**src/rtl/mm_pkg.sv**
```systemverilog
// Shared definitions for the matrix-multiply address scheduler.
//   state_t : scheduler FSM state encoding
//   src_t   : grant source (instruction fetch or address generator)
//   is_run  : true for the three generator states that have an address pending
package mm_pkg;

    typedef enum logic [2:0] {
        ST_IDLE  = 3'd0,
        ST_RUN_A = 3'd1,
        ST_RUN_B = 3'd2,
        ST_RUN_C = 3'd3,
        ST_DONE  = 3'd4
    } state_t;

    typedef enum logic {
        SRC_IM  = 1'b0,
        SRC_GEN = 1'b1
    } src_t;

    function automatic logic is_run(input state_t s);
        return (s == ST_RUN_A) || (s == ST_RUN_B) || (s == ST_RUN_C);
    endfunction

endpackage

```
**src/rtl/addr_rr_arb.sv**
```systemverilog
// Two-requester round-robin arbiter for the address register.
//   clk, rst_n : clock, asynchronous active-low reset
//   req_im     : instruction-fetch request
//   req_gen    : address-generator request
//   gnt_im     : combinational grant to the fetch requester
//   gnt_gen    : combinational grant to the generator
// A lone requester always wins. When both request, the one that lost the
// previous conflict wins. last_grant only moves on a conflict, and reset
// leaves it at the generator so the first conflict goes to the fetch side.
module addr_rr_arb
    import mm_pkg::*;
(
    input  logic clk,
    input  logic rst_n,
    input  logic req_im,
    input  logic req_gen,
    output logic gnt_im,
    output logic gnt_gen
);

    src_t last_grant;
    logic conflict;

    assign conflict = req_im && req_gen;

    always_comb begin
        gnt_im  = 1'b0;
        gnt_gen = 1'b0;
        if (conflict) begin
            if (last_grant == SRC_GEN) gnt_im  = 1'b1;
            else                       gnt_gen = 1'b1;
        end else begin
            gnt_im  = req_im;
            gnt_gen = req_gen;
        end
    end

    always_ff @(posedge clk or negedge rst_n) begin
        if (!rst_n) begin
            last_grant <= SRC_GEN;
        end else if (conflict) begin
            last_grant <= gnt_im ? SRC_IM : SRC_GEN;
        end
    end

endmodule

```
**src/rtl/mm_addr_sched.sv**
```systemverilog
// Matrix-multiply address scheduler. Walks C = A x B element by element
// (i outer, j inner) and, for each element, emits the A and B operand
// addresses for k = 0..N-1 followed by the C result address. These share one
// registered address port with an instruction-fetch requester.
//   clk, rst_n           : clock, asynchronous active-low reset
//   start                : one-cycle job launch (accepted in IDLE only)
//   dim_m/dim_n/dim_p    : job dimensions (A MxN, B NxP, C MxP)
//   base_a/base_b/base_c : row-major base addresses
//   im_req, im_addr      : fetch request and address
//   im_gnt               : combinational fetch grant
//   we, dm_addr, addr_out: registered write strobe, space select, address
//   busy, done           : not-idle flag, registered one-cycle completion pulse
//   state_dbg            : current FSM state
// Handshake: a requester holds its request (and address) until the grant is
// seen high in the same cycle; the transfer completes on that clock edge and
// appears on we/addr_out in the following cycle.
module mm_addr_sched
    import mm_pkg::*;
#(
    parameter int data_width = 16,
    parameter int dim_width  = 8
) (
    input  logic                  clk,
    input  logic                  rst_n,
    input  logic                  start,
    input  logic [dim_width-1:0]  dim_m,
    input  logic [dim_width-1:0]  dim_n,
    input  logic [dim_width-1:0]  dim_p,
    input  logic [data_width-1:0] base_a,
    input  logic [data_width-1:0] base_b,
    input  logic [data_width-1:0] base_c,
    input  logic                  im_req,
    input  logic [data_width-1:0] im_addr,
    output logic                  im_gnt,
    output logic                  we,
    output logic                  dm_addr,
    output logic [data_width-1:0] addr_out,
    output logic                  busy,
    output logic                  done,
    output state_t                state_dbg
);

    localparam logic [dim_width-1:0]  ONE_D = dim_width'(1);
    localparam logic [data_width-1:0] ONE_A = data_width'(1);

    state_t state, state_nxt;

    logic [dim_width-1:0]  m_q, n_q, p_q;
    logic [dim_width-1:0]  i_q, j_q, k_q;
    logic [data_width-1:0] bb_q;
    // row_a = base_a + i*N, col_b = base_b + j; the ptr_* registers are the
    // running operand pointers built from them by repeated addition.
    logic [data_width-1:0] row_a, ptr_a, col_b, ptr_b, ptr_c;
    logic [data_width-1:0] n_ext, p_ext;

    logic                  gen_req, gnt_gen;
    logic [data_width-1:0] gen_addr;
    logic                  k_last, j_last, i_last, any_zero;

    assign n_ext    = data_width'(n_q);
    assign p_ext    = data_width'(p_q);
    assign k_last   = (k_q == n_q - ONE_D);
    assign j_last   = (j_q == p_q - ONE_D);
    assign i_last   = (i_q == m_q - ONE_D);
    assign any_zero = (dim_m == '0) || (dim_n == '0) || (dim_p == '0);

    addr_rr_arb u_arb (
        .clk     (clk),
        .rst_n   (rst_n),
        .req_im  (im_req),
        .req_gen (gen_req),
        .gnt_im  (im_gnt),
        .gnt_gen (gnt_gen)
    );

    // State register
    always_ff @(posedge clk or negedge rst_n) begin
        if (!rst_n) state <= ST_IDLE;
        else        state <= state_nxt;
    end

    // Next state: generator states advance only on their own grant
    always_comb begin
        state_nxt = state;
        case (state)
            ST_IDLE:  if (start) state_nxt = any_zero ? ST_DONE : ST_RUN_A;
            ST_RUN_A: if (gnt_gen) state_nxt = ST_RUN_B;
            ST_RUN_B: if (gnt_gen) state_nxt = k_last ? ST_RUN_C : ST_RUN_A;
            ST_RUN_C: if (gnt_gen) state_nxt = (j_last && i_last) ? ST_DONE : ST_RUN_A;
            ST_DONE:  state_nxt = ST_IDLE;
            default:  state_nxt = ST_IDLE;
        endcase
    end

    // State-decoded outputs
    always_comb begin
        busy      = (state != ST_IDLE);
        gen_req   = is_run(state);
        state_dbg = state;
        case (state)
            ST_RUN_A: gen_addr = ptr_a;
            ST_RUN_B: gen_addr = ptr_b;
            ST_RUN_C: gen_addr = ptr_c;
            default:  gen_addr = '0;
        endcase
    end

    // Loop counters and running pointers
    always_ff @(posedge clk or negedge rst_n) begin
        if (!rst_n) begin
            m_q   <= '0;
            n_q   <= '0;
            p_q   <= '0;
            i_q   <= '0;
            j_q   <= '0;
            k_q   <= '0;
            bb_q  <= '0;
            row_a <= '0;
            ptr_a <= '0;
            col_b <= '0;
            ptr_b <= '0;
            ptr_c <= '0;
        end else if (state == ST_IDLE && start) begin
            m_q   <= dim_m;
            n_q   <= dim_n;
            p_q   <= dim_p;
            i_q   <= '0;
            j_q   <= '0;
            k_q   <= '0;
            bb_q  <= base_b;
            row_a <= base_a;
            ptr_a <= base_a;
            col_b <= base_b;
            ptr_b <= base_b;
            ptr_c <= base_c;
        end else if (gnt_gen) begin
            if (state == ST_RUN_B) begin
                // Pointers are left alone on the last k; the C step rewinds them.
                if (k_last) begin
                    k_q <= '0;
                end else begin
                    k_q   <= k_q + ONE_D;
                    ptr_a <= ptr_a + ONE_A;
                    ptr_b <= ptr_b + p_ext;
                end
            end else if (state == ST_RUN_C) begin
                // C is row-major in the same i/j order, so it simply counts up.
                ptr_c <= ptr_c + ONE_A;
                if (j_last) begin
                    j_q   <= '0;
                    col_b <= bb_q;
                    ptr_b <= bb_q;
                    if (!i_last) begin
                        i_q   <= i_q + ONE_D;
                        row_a <= row_a + n_ext;
                        ptr_a <= row_a + n_ext;
                    end
                end else begin
                    j_q   <= j_q + ONE_D;
                    col_b <= col_b + ONE_A;
                    ptr_b <= col_b + ONE_A;
                    ptr_a <= row_a;
                end
            end
        end
    end

    // Registered address port and completion pulse
    always_ff @(posedge clk or negedge rst_n) begin
        if (!rst_n) begin
            we       <= 1'b0;
            dm_addr  <= 1'b0;
            addr_out <= '0;
            done     <= 1'b0;
        end else begin
            done <= (state == ST_DONE);
            if (im_gnt) begin
                we       <= 1'b1;
                dm_addr  <= 1'b0;
                addr_out <= im_addr;
            end else if (gnt_gen) begin
                we       <= 1'b1;
                dm_addr  <= 1'b1;
                addr_out <= gen_addr;
            end else begin
                we <= 1'b0;
            end
        end
    end

endmodule

```
**config.mk**
```make
export PLATFORM = sky130hd
export DESIGN_NAME = mm_addr_sched
export DESIGN_NICKNAME = d
export VERILOG_FILES = /design/src/rtl/mm_pkg.sv /design/src/rtl/addr_rr_arb.sv /design/src/rtl/mm_addr_sched.sv
export SDC_FILE = /design/constraint.sdc
export NUM_CORES = 1
export LEC_CHECK = 0
export ABC_AREA = 1
export CORE_ASPECT_RATIO = 0.8
export CORE_MARGIN = 2
export CORE_UTILIZATION = 50
export DETAILED_ROUTE_END_ITERATION = 10
export HOLD_SLACK_MARGIN = 0.08
export PLACE_DENSITY = 0.76
export SLEW_MARGIN = 20
export SYNTH_ARGS = -nofsm -noshare
export SYNTH_HDL_FRONTEND = slang
export SYNTH_SLANG_ARGS = --single-unit
```
**constraint.sdc**
```tcl
create_clock -name clk -period 3.1 [get_ports clk]
set_clock_uncertainty 0.1 [all_clocks]
set_input_delay 0.62 -clock clk [delete_from_list [all_inputs] [get_ports clk]]
set_output_delay 0.62 -clock clk [all_outputs]
set_load 0.1 [all_outputs]
```
# Word level (Yosys, flattened, before mapping)
# Index checks and enable logic that the tools add are counted.
[op_classes] addsub=11 n_eq_ne=15 muxes=60 n_reduce_logical=24
[op_table] operator="$mux W16" count=27
[op_table] operator="$mux W8" count=15
[op_table] operator="$add A16 B1 Y16 const B" count=3
[op_table] operator="$pmux W16 S3" count=1
[op_table] operator="$add A16 B8 Y16" count=2
[op_table] operator="$add A8 B1 Y8 const B" count=3
[op_table] operator="$eq A8 B8 Y1" count=3
[op_table] operator="$logic_not A8 Y1" count=3
[op_table] operator="$sub A8 B1 Y8 const B" count=3
[op_table] operator="$mux W3" count=6
[op_table] operator="$pmux W3 S4" count=1
[op_table] operator="$reduce_bool A2 Y1" count=5
[op_table] operator="$mux W1" count=9
[op_table] operator="$ne A2 B2 Y1 const B" count=4
[op_table] operator="$reduce_and A4 Y1" count=2
[op_table] operator="$eq A3 B2 Y1 const B" count=2
[op_table] operator="$reduce_and A3 Y1" count=2
[op_table] operator="$reduce_bool A3 Y1" count=2
[op_table] operator="$reduce_and A5 Y1" count=1
[op_table] operator="$logic_or A1 B1 Y1" count=4
[op_table] operator="$ne A2 B1 Y1 const B" count=2
[op_table] operator="$ne A4 B2 Y1 const B" count=1
[op_table] operator="$eq A3 B1 Y1 const B" count=1
[op_table] operator="$eq A3 B3 Y1 const B" count=1
[op_table] operator="other kinds (5)" count=7
[word_totals] reg_bits=167 inputBits=92 output_inout_bits=24 word_cells=128

# Logic depth before layout (Yosys ltp)
[depth] ltp_word=8 mapped_depth=18 depth_no_buf=17

# By module
# From an unflattened synthesis, not the netlist that was laid out.
[unflattened] hier_cells=1576 area_unflattened_um2=11229.5
[by_module_without_submodules] module="mm_addr_sched" n_inst=1 cells_each=1566 area_per_inst_um2=11167.0 seq_area_each_um2=4154.0
[by_module_without_submodules] module="addr_rr_arb" n_inst=1 cells_each=10 area_per_inst_um2=62.6 seq_area_each_um2=26.3

# Worst setup path after synthesis
# OpenSTA, ideal clock, no wires.
[synth_path] path_kind="register to output" from="register state[2], in the netlist state_dbg[2]" to="output im_gnt" arrival_time_ns=2.791 required_time_ns=2.380 slack_ns=-0.411 stages_incl_launch_ff=6 n_path_buf=1 path_cell_list="dfrtp_1 -> nor2_1 -> nand2_1 -> inv_1 -> nor2_1 -> clkbuf_1"
[synth_via] elab_chain_len=5 elab_cells_between_ends=7 classes_between="3 x eq/ne; 1 x mux; 3 x reduce/logical"
[synth_lines] item="from (decl)" line="mm_addr_sched.sv:46" rtl="state_t state, state_nxt;"
[synth_lines] item="from (signal assigned)" line="mm_addr_sched.sv:79" rtl="else state <= state_nxt;"
[synth_lines] item="$eq A3 B1 Y1 or $eq A3 B2 Y1 (tied branches)" line="mm_pkg.sv:21" rtl="return (s == ST_RUN_A) || (s == ST_RUN_B) || (s == ST_RUN_C);"
[synth_lines] item="$logic_or A1 B1 Y1" line="mm_pkg.sv:21"
[synth_lines] item="$logic_or A1 B1 Y1 (*)" line="mm_pkg.sv:21"
[synth_lines] item="$logic_and A1 B1 Y1 (*)" line="addr_rr_arb.sv:24" rtl="assign conflict = req_im && req_gen;"
[synth_lines] item="$mux W1 (*)" line="addr_rr_arb.sv:29" rtl="if (conflict) begin"
[synth_lines] item="to (decl)" line="mm_addr_sched.sv:34" rtl="output logic im_gnt,"
# Every way passes the cells marked *; elsewhere a longest branch is shown, timed or not.

# Final worst setup path
[layout_path] from="register m_q[0]" to="register i_q[2]"
[layout_via] elab_chain_len=4
[layout_lines] item="from (decl)" line="mm_addr_sched.sv:48" rtl="logic [dim_width-1:0] m_q, n_q, p_q;"
[layout_lines] item="from (signal assigned)" line="mm_addr_sched.sv:124" rtl="m_q <= dim_m;"
[layout_lines] item="$sub A8 B1 Y8" line="mm_addr_sched.sv:64" rtl="assign i_last = (i_q == m_q - ONE_D);"
[layout_lines] item="$eq A8 B8 Y1" line="mm_addr_sched.sv:64"
[layout_lines] item="$ne A2 B1 Y1 (no source line)"
[layout_lines] item="$reduce_and A5 Y1 (no source line)"
[layout_lines] item="to (signal assigned)" line="mm_addr_sched.sv:154" rtl="i_q <= i_q + ONE_D;"
[layout_lines] item="to (decl)" line="mm_addr_sched.sv:49" rtl="logic [dim_width-1:0] i_q, j_q, k_q;"
# Every way passes these cells.
# A chain may end at the register's enable or synchronous reset.

==> run_results.csv <==
group,metric,value,unit
grt,antenna_found_initial,0,
cts,path_clk_slew,70,ps
worst_setup_path,start_kind,"flop",
worst_setup_path,worstSetupPathType,"flop to flop",
die,fp.dieH,139,um
grt,grt_overflow,0,
grt,grt_pass1_vias,10473,
timing,hold_viol,0,
worst_setup_path,arrival,3030,ps
timing,fin_crit,2770,ps
cts,cts_tree,"yes",
worst_setup_path,slowest_delay,400,ps
yosys,ys_async_sr_fraction,100,%
power_and_ir_drop,p_seq_share,27.7,%
yosys,synth_edf_count,0,
placement,place_inst,2037,
timing,setup_viol,0,
power_and_ir_drop,p_sw,7.87,mW
cts,hold_buffers,1,
cts,clk_latency,430,ps
final_layout,area_growth,18.3,%
worst_setup_path,crit_required,3360,ps
timing,layout_worst_path_cycle_share,89.2,%
final_layout,layout-drive-gt1-share,8.68,%
timing,rsz0062_at_grt,"no",
power_and_ir_drop,leakage,6.67,nW
routing,ant_nets,0,
cts,clockBufferDepth,2,
routing,drt-total-wl,32.1,mm
timing,relSlewSlack,57.3,%
routing,via_count,11308,
routing,dr.pass1.iters,11,
power_and_ir_drop,p_clk_share,14.5,%
worst_setup_path,critPathMaxFanout,15,
yosys,synth_area,11300,sq um
timing,fin_setup_tns,0,ps
power_and_ir_drop,sw_frac_of_total,52.0,%
placement,io_buffer_count,115,
routing,vias_per_cell,5.47,
placement,gp_congestion,0.919,
worst_setup_path,r2r_cells,14,
grt,track_usage,27.4,%
die,die_w,172,um
cts,cts_root_buffer,"clkbuf_16",
yosys,syn-instance-count,1645,
yosys,yosys.cell_types.count,48,
run_status,failed_checks,"design-rule violations",
worst_setup_path,critPathCaptureType,"flop",
yosys,yosys_warnings,0,
power_and_ir_drop,powerDensity,1130,nW/um^2
worst_setup_path,slowest_stage,"dfrtp_1",
placement,dp.final_hpwl,23.9,mm
final_layout,fin_nets,1870,
grt,grt_max_degree,84,
final_layout,fin_cells,2069,
power_and_ir_drop,vdd_drop_max,0.515,mV
yosys,synth-seq-area-share,36.8,%
yosys,ys_seq_elements,167,
final_layout,num_antenna_cells,0,
power_and_ir_drop,power_frac_comb,57.8,%
yosys,syn_area_per_cell,6.90,sq um
cts,cts_setup_buffers,0,
yosys,syn_nets,1764,
routing,detail_route.drc_violations,2,
min_path,whs_path_depth,2,
timing,fmax,0.362,GHz
worst_setup_path,path_common_cell,"nand2_1",
timing,worst_slew_pin_slew,641,ps
cts,postCtsResizedCells,0,
run,maxCapViolations,0,
cts,cts.sinks,167,
worst_setup_path,path_cells,"inv_1, ha_1, nand2_1, o21ai_0, nand3_1, nand2_1, and2_1, nand2_1, nor2_2, nand2_1, nand2_4, buf_4, o21ai_0, nor2_1",
min_path,hold_path_class,"flop to flop",
final_layout,fin_util,60.0,%
die,io_pins,116,
die,start_util,50.7,%
timing,maxSlewViolCount,0,
routing,drt_iter0_drc,1060,
yosys,synthFlopType,"dfrtp_1",
routing,wl_per_cell,15.5,um
die,rows,49,
power_and_ir_drop,p_int,7.28,mW
run_status,outcome,"complete, but fails checks",
grt,grt_first_pass_wirelength,52.5,mm
cts,cts.htree.levels,4,
die,design.core.area,22400,sq um
cts,numCtsBuffers,17,
die,die-area,23900,sq um
==> flip-flops by register name, summed over array words and instances (netlist names) <==
register	count
we	1
row_a	16
k_q	8
ptr_c	16
j_q	8
ptr_b	16
n_q	8
bb_q	16
i_q	8
ptr_a	16
state_dbg	3
addr_out	16
done	1
dm_addr	1
p_q	8
m_q	8
u_arb.last_grant	1
col_b	16
==> worst max-delay path, delay by kind of cell, from the launching register on <==
family / cells / cell delay, ps
AND/OR/NAND/NOR: 9 / 1290
flip-flops: 1 / 400
buffers and inverters: 2 / 340
AO/OA/AOI/OAI: 2 / 330
adder cells (fa/ha/maj): 1 / 230
==> per-stage QoR <==
| step | setup slack [ps] | hold WS (ps) | instance area, sq um | power [mW] |
|---|---|---|---|---|
| 2_1_floorplan | 44.1 | 224 | 11300 | 10.5 |
| 3_3_place_gp | 463 | 360 | 12800 | 12.5 |
| 3_5_place_dp | 388 | 363 | 12800 | 12.8 |
| 4_1_cts | 363 | 382 | 13400 | 15.0 |
| 5_1_grt | 124 | 412 | 13400 | 16.4 |
| 6_report | 334 | 379 | 13400 | 15.1 |
==> cells in the final DEF (no fill, tap or decap), types with 15 or more instances in the layout <==
master,n
xor2_1,40
a21oi_2,15
nand2_1,546
o21ai_0,119
nor3_1,21
nor2_1,130
a31oi_1,17
inv_1,177
a21oi_1,39
nand4_1,27
clkdlybuf4s50_1,90
buf_4,45
nor2_2,16
dfrtp_1,166
xnor2_1,21
clkbuf_16,17
ha_1,25
nand3_1,120
==> area by class of cell <==
type | count | area, sq um
Sequential cell | 167 | 4180
Clock buffer | 19 | 453
Inverter | 186 | 698
Fill cell | 2050 | 8950
Multi-Input combinational cell | 1237 | 6210
Clock inverter | 12 | 144
Tap cell | 306 | 383
Timing Repair Buffer | 142 | 1360
==> power by group through the flow <==
| stage | clock network, mW | logic [mW] | registers (mW) |
|---|---|---|---|
| 2_1_floorplan | 0 | 5.80 | 4.71 |
| 3_3_place_gp | 0 | 8.36 | 4.16 |
| 3_5_place_dp | 0 | 8.61 | 4.18 |
| 4_1_cts | 2.22 | 8.67 | 4.16 |
| 5_1_grt | 2.30 | 9.78 | 4.31 |
| 6_report | 2.19 | 8.75 | 4.20 |
==> synth_stat cells (all sizes together) (2+ instances only) <==
cell type    n  share of area (%)
nand4       27                1.5
o221ai       8               0.62
fa           2               0.35
nor2       151                5.8
nor4         3               0.17
o21ai      135                6.1
xnor2       21                1.6
nand2      553                 19
a21o         2               0.13
clkinv       2              0.066
or2         10               0.55
o211ai       8               0.53
nand3      123                5.6
dfrtp      166                 37
nor3b        4               0.26
and2         2               0.11
a31oi       17               0.94
a21oi       55                3.0
ha          25                2.8
a2bb2oi      2               0.15
o21bai       2               0.13
nor3        21               0.93
nand3b       4               0.30
xor2        40                3.1
inv        184                6.1
buf         27                1.4
a21boi       4               0.26
a22oi        6               0.40
o22ai       10               0.55
clkbuf      28               0.93
==> metal layers <==
metal | global-route usage [%] | wire (um) | part of all wire, % | up-vias
li1 | - | - | - | 5515
met1 | 40.0 | 14800 | 46 | 5289
met2 | 41.9 | 14300 | 44 | 452
met3 | 5.34 | 2420 | 7.5 | 52
met4 | 6.90 | 646 | 2.0 | 0
met5 | 0 | 0 | 0 | -
==> kinds of logic after synthesis <==
kind of cell / count (synthesis) / share of synthesized area [%]
AO/OA/AOI/OAI: 250 / 12.9
XOR/XNOR: 62 / 4.91
adder cells (fa/ha/maj): 27 / 3.11
buffers and inverters: 241 / 8.51
flip-flops: 167 / 36.8
AND/OR/NAND/NOR: 898 / 33.7
==> final timing paths <==
check	from	endpoint	slack, ps
setup / recovery	m_q[0]	i_q[2]	330
hold / removal	bb_q[8]	bb_q[8]	380
setup reg to reg	m_q[0]	i_q[2]	330
hold reg to reg	bb_q[8]	bb_q[8]	380
max in group asynchronous	rst_n	ptr_b[3]	1510
min in group asynchronous	rst_n	row_a[13]	560
Note: power is estimated with default switching activity, not from simulation.
